## config.mk

```make
export PLATFORM = sky130hd
export DESIGN_NAME = out_scan_stats
export DESIGN_NICKNAME = d
export VERILOG_FILES = /design/src/rtl/out_scan_stats.sv
export SDC_FILE = /design/constraint.sdc
export NUM_CORES = 1
export LEC_CHECK = 0
export ABC_AREA = 1
export BUFFER_PORTS_ARGS = -buffer_cell sky130_fd_sc_hd__buf_2
export CAP_MARGIN = 15
export CORE_UTILIZATION = 25
export DETAILED_ROUTE_END_ITERATION = 10
export GPL_ROUTABILITY_DRIVEN = 0
export PLACE_DENSITY = 0.37
export REMOVE_ABC_BUFFERS = 1
export SYNTH_ARGS = -nofsm -noshare
export SYNTH_HDL_FRONTEND = slang
export SYNTH_SLANG_ARGS = --single-unit
```

## constraint.sdc

```tcl
create_clock -name clk_50 -period 15.8 [get_ports clk_50]
set_input_delay 3.16 -clock clk_50 [delete_from_list [all_inputs] [get_ports clk_50]]
set_output_delay 3.16 -clock clk_50 [all_outputs]
set_load 0.02 [all_outputs]
```

## src/rtl/out_scan_stats.sv

```systemverilog
// Output-image scanner: after core done, reads the output BRAM once and produces
// count/sum/min/max/Fletcher-32. Optional 16-bin histogram under `STATS_HIST_EN.
module out_scan_stats #(
    parameter int AW         = 12,
    parameter int HIST_CNT_W = 16
) (
    input  logic                  clk_50,
    input  logic                  rst_n,
    input  logic                  start,
    input  logic [15:0]           i_out_w,
    input  logic [15:0]           i_out_h,
    input  logic [AW-1:0]         jtag_raddr,
    output logic [AW-1:0]         mem_raddr,
    input  logic [7:0]            mem_rdata,
    output logic                  o_port_busy,
    output logic                  o_busy,
    output logic                  o_done,
    output logic                  o_valid,
    output logic                  o_clamped,
    output logic [AW:0]           o_count,
    output logic [31:0]           o_sum,
    output logic [7:0]            o_min,
    output logic [7:0]            o_max,
    output logic [31:0]           o_csum,
    input  logic [3:0]            i_hist_sel,
    output logic [HIST_CNT_W-1:0] o_hist_bin
);

    typedef enum logic [1:0] {IDLE, SCAN, DRAIN, DONE} state_t;

    localparam logic [31:0] MAX_PIX = 32'd1 << AW;
    localparam logic [16:0] MOD     = 17'd65535;

    state_t        state_q, state_d;
    logic [AW-1:0] addr_q, addr_d;
    logic [AW:0]   n_q, n_d, n_m1;
    logic          rd_vld_q, rd_vld_d;
    logic          valid_q, valid_d;
    logic          clamped_q, clamped_d;
    logic          done_q, done_d;
    logic          busy_q, busy_d;
    logic [AW:0]   count_q, count_d;
    logic [31:0]   sum_q, sum_d;
    logic [7:0]    min_q, min_d, max_q, max_d;
    logic [15:0]   s1_q, s1_d, s2_q, s2_d;
    logic [31:0]   prod;
    logic          accept;
    logic [16:0]   s1_sum, s1_new, s2_sum, s2_new;

    assign prod   = 32'(i_out_w) * 32'(i_out_h);
    assign accept = (state_q == IDLE) && start;
    assign n_m1   = n_q - (AW+1)'(1);

    // Both Fletcher sums stay below 65535, so one conditional subtract suffices.
    assign s1_sum = {1'b0, s1_q} + {9'd0, mem_rdata};
    assign s1_new = (s1_sum >= MOD) ? s1_sum - MOD : s1_sum;
    assign s2_sum = {1'b0, s2_q} + s1_new;
    assign s2_new = (s2_sum >= MOD) ? s2_sum - MOD : s2_sum;

    always_comb begin
        state_d   = state_q;
        addr_d    = addr_q;
        n_d       = n_q;
        rd_vld_d  = (state_q == SCAN);
        valid_d   = valid_q;
        clamped_d = clamped_q;
        count_d   = count_q;
        sum_d     = sum_q;
        min_d     = min_q;
        max_d     = max_q;
        s1_d      = s1_q;
        s2_d      = s2_q;

        if (rd_vld_q) begin
            count_d = count_q + (AW+1)'(1);
            sum_d   = sum_q + {24'd0, mem_rdata};
            if (mem_rdata < min_q) min_d = mem_rdata;
            if (mem_rdata > max_q) max_d = mem_rdata;
            s1_d    = s1_new[15:0];
            s2_d    = s2_new[15:0];
        end

        case (state_q)
            IDLE: begin
                if (start) begin
                    clamped_d = (prod > MAX_PIX);
                    n_d       = (prod > MAX_PIX) ? MAX_PIX[AW:0] : prod[AW:0];
                    count_d   = '0;
                    sum_d     = '0;
                    min_d     = 8'hFF;
                    max_d     = '0;
                    s1_d      = '0;
                    s2_d      = '0;
                    if (prod == 32'd0) begin
                        // Empty image: keep the read port on the JTAG address.
                        state_d = DONE;
                        valid_d = 1'b1;
                        addr_d  = jtag_raddr;
                    end else begin
                        state_d = SCAN;
                        valid_d = 1'b0;
                        addr_d  = '0;
                    end
                end
            end
            SCAN: begin
                if ({1'b0, addr_q} == n_m1) state_d = DRAIN;
                else                        addr_d  = addr_q + AW'(1);
            end
            DRAIN: begin
                state_d = DONE;
                valid_d = 1'b1;
            end
            DONE:    state_d = IDLE;
            default: state_d = IDLE;
        endcase
    end

    assign done_d = (state_d == DONE);
    assign busy_d = (state_d != IDLE);

    always_ff @(posedge clk_50 or negedge rst_n) begin
        if (!rst_n) begin
            state_q   <= IDLE;
            addr_q    <= '0;
            n_q       <= '0;
            rd_vld_q  <= 1'b0;
            valid_q   <= 1'b0;
            clamped_q <= 1'b0;
            done_q    <= 1'b0;
            busy_q    <= 1'b0;
            count_q   <= '0;
            sum_q     <= '0;
            min_q     <= 8'hFF;
            max_q     <= '0;
            s1_q      <= '0;
            s2_q      <= '0;
        end else begin
            state_q   <= state_d;
            addr_q    <= addr_d;
            n_q       <= n_d;
            rd_vld_q  <= rd_vld_d;
            valid_q   <= valid_d;
            clamped_q <= clamped_d;
            done_q    <= done_d;
            busy_q    <= busy_d;
            count_q   <= count_d;
            sum_q     <= sum_d;
            min_q     <= min_d;
            max_q     <= max_d;
            s1_q      <= s1_d;
            s2_q      <= s2_d;
        end
    end

    assign mem_raddr   = (state_q == IDLE) ? jtag_raddr : addr_q;
    assign o_port_busy = busy_q;
    assign o_busy      = busy_q;
    assign o_done      = done_q;
    assign o_valid     = valid_q;
    assign o_clamped   = clamped_q;
    assign o_count     = count_q;
    assign o_sum       = sum_q;
    assign o_min       = min_q;
    assign o_max       = max_q;
    assign o_csum      = {s2_q, s1_q};

`ifdef STATS_HIST_EN
    logic [15:0][HIST_CNT_W-1:0] hist_q, hist_d;
    logic [HIST_CNT_W-1:0]       hist_bin_q;

    always_comb begin
        hist_d = hist_q;
        if (accept)
            hist_d = '0;
        else if (rd_vld_q && (hist_q[mem_rdata[7:4]] != '1))
            hist_d[mem_rdata[7:4]] = hist_q[mem_rdata[7:4]] + HIST_CNT_W'(1);
    end

    always_ff @(posedge clk_50 or negedge rst_n) begin
        if (!rst_n) begin
            hist_q     <= '0;
            hist_bin_q <= '0;
        end else begin
            hist_q     <= hist_d;
            hist_bin_q <= hist_q[i_hist_sel];
        end
    end

    assign o_hist_bin = hist_bin_q;
`else
    logic hist_sel_unused;
    assign hist_sel_unused = ^i_hist_sel;
    assign o_hist_bin      = '0;
`endif

endmodule

```

==> results of run 1 <==
[final timing paths]
path / from / endpoint / slack, ns / cells after the start
worst max-delay path: i_out_w[4] / state_q[1] / 5.84 / 24
worst min-delay path: o_clamped / o_clamped / 0.51 / 2
worst max register to register: s1_q[0] / s2_q[6] / 9.21 / 38
worst min register to register: o_clamped / o_clamped / 0.51 / 2
max in group asynchronous: rst_n / rd_vld_q / 11.68 / 2
min in group asynchronous: rst_n / s2_q[15] / 2.70 / 1
[logic make-up (layout without fill, tap and decap cells)]
| family | Yosys count | after routing |
|---|---|---|
| AOI/OAI and AO/OA | 289 | 289 |
| buffers and inverters | 719 | 803 |
| adders and majority gates | 354 | 354 |
| and+or+nand+nor | 1117 | 1117 |
| other | 1 | 16 |
| xor gates and xnor gates | 78 | 78 |
| DFF | 125 | 125 |
[synthesized netlist by cell type, types with 3 or more instances]
| library cell | instances | area, sq um |
|---|---|---|
| a211oi_1 | 3 | 22.5 |
| a21o_1 | 6 | 45.0 |
| a21oi_1 | 129 | 646 |
| a21oi_2 | 9 | 78.8 |
| buf_2 | 4 | 20.0 |
| buf_4 | 22 | 165 |
| clkbuf_1 | 89 | 334 |
| dfrtp_1 | 117 | 2930 |
| dfstp_2 | 8 | 210 |
| fa_1 | 197 | 3940 |
| ha_1 | 157 | 1960 |
| inv_1 | 594 | 2230 |
| inv_2 | 6 | 22.5 |
| nand2_1 | 625 | 2350 |
| nand2_2 | 24 | 150 |
| nand2_4 | 3 | 33.8 |
| nand3_1 | 118 | 591 |
| nand3_2 | 9 | 90.1 |
| nand3b_1 | 9 | 67.6 |
| nand4_1 | 54 | 338 |
| nor2_1 | 197 | 739 |
| nor2_2 | 15 | 93.8 |
| nor3_1 | 37 | 185 |
| nor3_2 | 3 | 30.0 |
| nor4_1 | 13 | 81.3 |
| o211ai_1 | 19 | 143 |
| o21a_1 | 4 | 30.0 |
| o21ai_0 | 88 | 440 |
| o21ai_1 | 13 | 65.1 |
| o21ai_2 | 4 | 35.0 |
| or2_2 | 5 | 31.3 |
| xnor2_1 | 24 | 210 |
| xor2_1 | 52 | 455 |
[critical path, stage by stage]
cell and delay (ns):
buf_2 0.46, nand2_1 0.17, fa_1 0.61, fa_1 0.45, fa_1 0.53, fa_1 0.53, fa_1 0.52, fa_1 0.58
inv_1 0.06, ha_1 0.35, a21oi_1 0.25, o21ai_0 0.13, a21oi_1 0.12, o21ai_1 0.13, nand2_1 0.09, nand2_1 0.11
xor2_1 0.16, nor2_1 0.09, nand2_1 0.06, nor2_1 0.85, inv_1 0.19, nor2_4 0.36, nand3_1 0.22, nand3_1 0.13
[through the flow]
step,utilization,setup WS [ns],cell area [sq um],cells
3_3_place_gp,0.276,5.40,20600,3719
3_5_place_dp,0.276,5.34,20600,3719
2_1_floorplan,-,7.00,18500,2580
6_report,0.283,5.84,21200,3751
4_1_cts,0.283,5.83,21200,3751
5_1_grt,0.283,5.30,21200,3751
[registers in the layout, summed over array words and instances, names as in the netlist]
register and cells:
o_sum 32, s1_q 16, s2_q 16, n_q 13
o_count 13, addr_q 12, o_max 8, o_min 8
state_q 2, o_busy 1, o_clamped 1, o_done 1
o_valid 1, rd_vld_q 1
[layout by cell type, fill, tap and decap left out, drive strengths merged, types with 3 or more instances in the layout]
master / netlist / layout
or2: 7 / 7
a21o: 6 / 6
nor2: 213 / 213
nor3: 40 / 40
o211ai: 19 / 19
o21a: 4 / 4
nand3b: 9 / 9
buf: 29 / 170
a21boi: 3 / 3
fa: 197 / 197
nor4: 14 / 14
dfrtp: 117 / 117
nand2: 652 / 652
o21ai: 105 / 105
xnor2: 24 / 24
clkinv: 1 / 8
a21oi: 138 / 138
nand4: 54 / 54
xor2: 54 / 54
a211oi: 3 / 3
inv: 600 / 604
nand3: 127 / 127
conb: 1 / 16
dfstp: 8 / 8
ha: 157 / 157
clkbuf: 89 / 18
[final cells by class]
type                            instances  area [sq um]  area share
Multi-Input combinational cell       1854         13100       0.620
Sequential cell                       125          3140       0.148
Inverter                              601          2260       0.106
Tap cell                              969          1210      0.0572
Timing Repair Buffer                  170           872      0.0411
Clock buffer                           18           439      0.0207
Clock inverter                         14           136     0.00643
[metal layers]
layer  routed length [um]  vias to the layer above
li1                     -                     8356
met1                26400                     7954
met4                  937                        0
met2                27400                      299
met5                    0                        -
met3                 1670                       53
==> results by stage, run 1 <==
Run status:
- The flow ran to the end, and the final reports show no timing, DRC or antenna violations.

Finish:
- The final layout net count is 3,182.
- The count of inserted antenna diode cells is 0.
- Counting the fill cells in the layout gives 8,341.
- The share of cells above drive strength 1 is 0.107.
- The area growth from synthesis to layout is 11.4%.

Timing:
- Setup violations remaining at the end of the flow were counted as 0.
- The minimum clock period after layout is 9.96 ns.
- The final total negative setup slack is 0 ns.
- The worst hold slack is 0.512 ns.
- The number of hold-slack violations in the final timing report was 0.
- The achievable clock frequency is 100 MHz.
- The worst clock skew is 0.0147 ns.
- Of the available clock period, the critical path in the final layout requires 0.630.
- The slew of the pin with the lowest slew margin is 1.15 ns.
- The final max-slew violation count came to 0.
- Setup repair after global routing left no endpoint under its margin.
- The tightest slew margin relative to the limit is 0.230.

Setup path:
- Data on the critical path arrives at its endpoint at 10.34 ns.
- The critical path required time is 16.18 ns.
- The type of the worst setup path is input pin to register.
- Of all nets on the critical path, the largest fanout is 16.
- The worst setup path is captured at a register.
- STA classifies the critical path startpoint as an input pin.

Place:
- The total of buffers placed on input and output ports is 164.
- The final HPWL from detailed placement is 44,800 um.

Synth:
- The number of flops mapped to enable cells by yosys is 0.
- The gate count of the mapped netlist is 2,683.
- The dominant combinational cell family by area after synthesis is adder cells.
- The Yosys step of the flow raised 0 warnings.
- In this run, synthesis produced a sequential element count of 125.
- Synthesis instantiated 57 different standard cells from the library.
- The share of the Yosys chip area taken by registers is 0.165.
- After synthesis, the mean cell area works out to 7.09 sq um.
- Of the total synthesized cell area, the portion taken by XOR and XNOR cells is 0.0367.
- The mapped netlist covers 0.0190 sq mm.
- Of the total synthesized cell area, the portion taken by full adders, half adders and majority gates is 0.311.
- The area fraction in compound gates after synthesis was 0.0861.
- The multiplexer share of the synthesized area is 0.
- The basic-gate share of the synthesized area counting and, or, nand and nor cells is 0.254.
- The fraction of registers with async set or reset after synthesis is 1.00.
- The flip-flop cell with the highest count after synthesis is dfrtp_1.

CTS:
- The number of hold buffers added after CTS was 0.
- The number of gates given a new drive strength after cts is 0.
- The buffer type at the clock tree root is clkbuf_16.
- Clock latency on the worst-skew pair, taken at its later pin, is 0.45 ns.
- The number of H-tree levels is 4.
- The number of buffers added for setup after CTS is 0.
- The TritonCTS clock tree is yes.
- In this run the deepest clock path goes through 2 buffers.
- The clock transition at the registers of the reported paths is 0.07 ns.
- The sink count of the clock tree is 125.
- The number of clock buffers added by TritonCTS is 17.

GRT:
- In this run the most used layer during global routing was met2.
- Entering global routing, the biggest net connects 79 pins.
- The wire length of the first global-routing pass is 92,100 um.
- For this run, global-route usage on met3 was measured as 0.0163.
- The initial antenna violation count is 0.
- The met1 capacity usage during global routing is 0.195.
- The global-route met2 utilization is 0.260.
- The number of global-route vias before repair is 17,100.
- The residual overflow from global routing is 0.
- The global-route total usage across every layer is 0.149.

Route:
- For this block, the via count after detailed routing is 16,700.
- Wires add up to 56,500 um.
- The iteration count of the initial detailed-routing pass is 5.
- After detailed routing, the number of vias per cell comes to 4.44.
- After the first detailed-routing iteration, the DRC count stood at 765.
- The count of antenna-violating nets left after detailed routing is 0.
- For this run, design rule violations remaining after detail routing come to 0.
- The routed wire length per instance is 15.1 um.

Die:
- The die covers 0.0772 sq mm.
- The site row count is 100.
- The initial utilization of the core area, before any placement, comes to 0.254.
- The top-level port count is 185.
- After floorplanning, the core was sized to cover 0.0748 sq mm.
- The vertical die dimension is 278 um.
- From left edge to right edge, the die measures 278 um.

Job:
- Max-cap violations in this run came to 0.

Worst hold path:
- The tightest min-delay check is of the register to register type.
Power of run 1 is left out: the tool's default activity adds up to more than one toggle a clock period on the data nets, which glitch-free logic cannot reach.
==> run 2, diff against run 1 <==
Clock period 15.8 ns to 9.5 ns, I/O delays scaled along.
==> run 2 against run 1 <==
Routed wire length increased by 1.3%; non-clock buffer count rose by 3; global-route usage up 0.14 points; core utilization barely moved; register-to-register slack worse by 6.3 ns; worst setup slack got worse by 4.4 ns; clock skew decreased by 0.0034 ns; cell area barely moved; die area did not move; critical path type unchanged.
==> results by stage, run 2 (synthesis results as in run 1) <==
Run status:
- The run finished with clean final reports.

Timing:
- The achievable clock frequency is 123 MHz.
- The worst clock skew is 0.0113 ns (-0.00344 ns).
- The number of hold-slack violations in the final timing report is 0 (unchanged).
- Setup repair after global routing left no endpoint under its margin.
- The portion of the clock cycle consumed by the worst path in the final layout is 0.852.
- The tightest slew margin relative to the limit is 0.373 (+0.143).
- The number of failing setup endpoints in the final timing report is 0 (unchanged).
- The slew of the pin with the lowest slew margin is 0.941 ns (-0.210 ns).
- The final max-slew violation count is 0 (unchanged).
- The smallest clock period supported by the final layout is computed as 8.10 ns.
- The final total negative setup slack is 0 ns (unchanged).

Route:
- The first-iteration detailed-routing DRC count is 834 (+9.0%).
- The average via count per standard cell is 4.47 (+0.58%).
- The iteration count of the initial detailed-routing pass is 5 (unchanged).
- The final routed wirelength across all metal layers is 57,200 um (+1.3%).
- The total via count in the routed design was 16,800 (+0.66%).
- The DRC violation count after routing is 0 (unchanged).
- The count of antenna-violating nets left after detailed routing came to 0 (unchanged).
- The routed wire length per instance is 15.2 um (+1.2%).

Setup path:
- The sum of buffers and inverters on the critical path is 6 (+3).
- The critical path required time is 9.88 ns (-6.30 ns).
- The slowest stage of the critical path is the fa_1 cell.
- The most numerous cell type found on the critical path is fa_1.
- The largest driver fanout on the critical path is 16 (unchanged).
- The type of the worst setup path is input pin to register.
- The worst endpoint data arrival time is 8.48 ns (-1.86 ns).
- In this design, the largest share of critical-path delay is due to adder cells.
- STA classifies the critical path startpoint as an input pin.
- The critical path endpoint category is a register.
- The highest cell delay on the worst timing path came to 0.56 ns (-0.29 ns).

CTS:
- The number of buffers created by CTS is 17 (unchanged).
- TritonCTS built the clock tree.
- The buffer type at the clock tree root is clkbuf_16.
- The number of buffers added for setup after CTS is 0 (unchanged).
- The clock latency at the later pin of the worst-skew pair is 0.44 ns (about the same).
- The number of hold-repair buffers added at the cts stage is 0 (unchanged).
- The sink count of the clock tree was 125 (unchanged).
- The worst-case clock buffer depth came to 2 (unchanged).
- The number of gates given a new drive strength after cts is 0 (unchanged).
- The clock transition at the registers of the reported paths is 0.07 ns (about the same).
- The number of H-tree levels is 4 (unchanged).

GRT:
- The global-route total usage across every layer was 0.150 (+0.00138).
- The number of global-route vias before repair is 17,100 (-0.041%).
- The wire length of the first global-routing pass is 92,300 um (+0.13%).
- The pin count of the biggest net entering global routing was 83 (+5.1%).
- The initial antenna violation count is 0 (unchanged).
- The residual overflow from global routing was 0 (unchanged).

Die:
- The core footprint is 0.0748 sq mm (unchanged).
- The overall die width is 278 um (unchanged).
- The initial standard-cell utilization of the core is 0.254 (unchanged).
- The site row count is 100 (unchanged).
- The vertical die dimension is 278 um (unchanged).
- The top-level port count was 185 (unchanged).
- The area of the die is 0.0772 sq mm (unchanged).

Finish:
- The synthesis-to-layout area growth was 11.5% (about the same).
- The flip-flop count of the largest register after layout is 32 (unchanged).
- The area taken by multi-input logic gates was 0.0131 sq mm (unchanged).
- The count of inserted antenna diode cells is 0 (unchanged).
- The final layout net count was 3,185 (+0.094%).
- The share of cells above drive strength 1 is 0.108 (+0.000961).
- The total of fill cells in the finished design was 8,384 (+0.52%).
- In the layout the commonest cells are 625 x nand2_1, 593 x inv_1, 197 x fa_1.
- The most common cell after layout, fill and taps aside is nand2_1.
- The register area was 0.00314 sq mm (unchanged).

Job:
- The max-capacitance violation count is 0 (unchanged).

Worst hold path:
- The worst hold path class is register to register.

Place:
- The total of buffers placed on input and output ports is 164 (unchanged).
- The final HPWL from detailed placement is 45,000 um (+0.28%).
run 2: final timing paths:
kind	startpoint	to	slack, ns	cells after the start
worst max-delay path	i_out_w[9]	o_done	1.40	25
worst min-delay path	n_q[1]	n_q[1]	0.50	2
worst max register to register	s1_q[0]	s2_q[6]	2.93	38
worst min register to register	n_q[1]	n_q[1]	0.50	2
max in group asynchronous	rst_n	rd_vld_q	6.66	2
min in group asynchronous	rst_n	s2_q[15]	1.46	1
run 2: layer usage:
metal,vias to the layer above,GRT usage,wire (um)
met3,54,0.0142,1660
met5,-,0,0
met2,318,0.260,27500
met4,0,0.0418,981
li1,8361,-,-
met1,8039,0.198,27000
run 2: worst reg2reg max path, delay by kind of cell (launching register included):
family | cells | cell delay [ns]
AO/OA/AOI/OAI | 1 | 0.06
AND/OR/NAND/NOR | 25 | 3.41
adder cells (fa/ha/maj) | 6 | 1.94
buffers and inverters | 5 | 0.35
flip-flops | 1 | 0.44
XOR/XNOR | 1 | 0.31
run 2: cell type report:
class,instances,area share
sequential,125,0.148
multi-input combinational,1854,0.620
tap,969,0.0572
timing repair buffer,173,0.0422
clock buffer,17,0.0201
inverter,601,0.106
clock inverter,15,0.00655
run 2: metrics by stage:
step	setup WS [ns]	area, sq um	hold WS, ns	utilization	instances
5_1_grt	0.989	21200	0.544	0.283	3754
2_1_floorplan	1.96	18500	0.449	-	2580
3_5_place_dp	0.929	20600	0.482	0.276	3722
6_report	1.40	21200	0.504	0.283	3754
3_3_place_gp	0.922	20600	0.487	0.276	3722
4_1_cts	1.40	21200	0.504	0.283	3754
Power of run 2 is left out for the same reason.
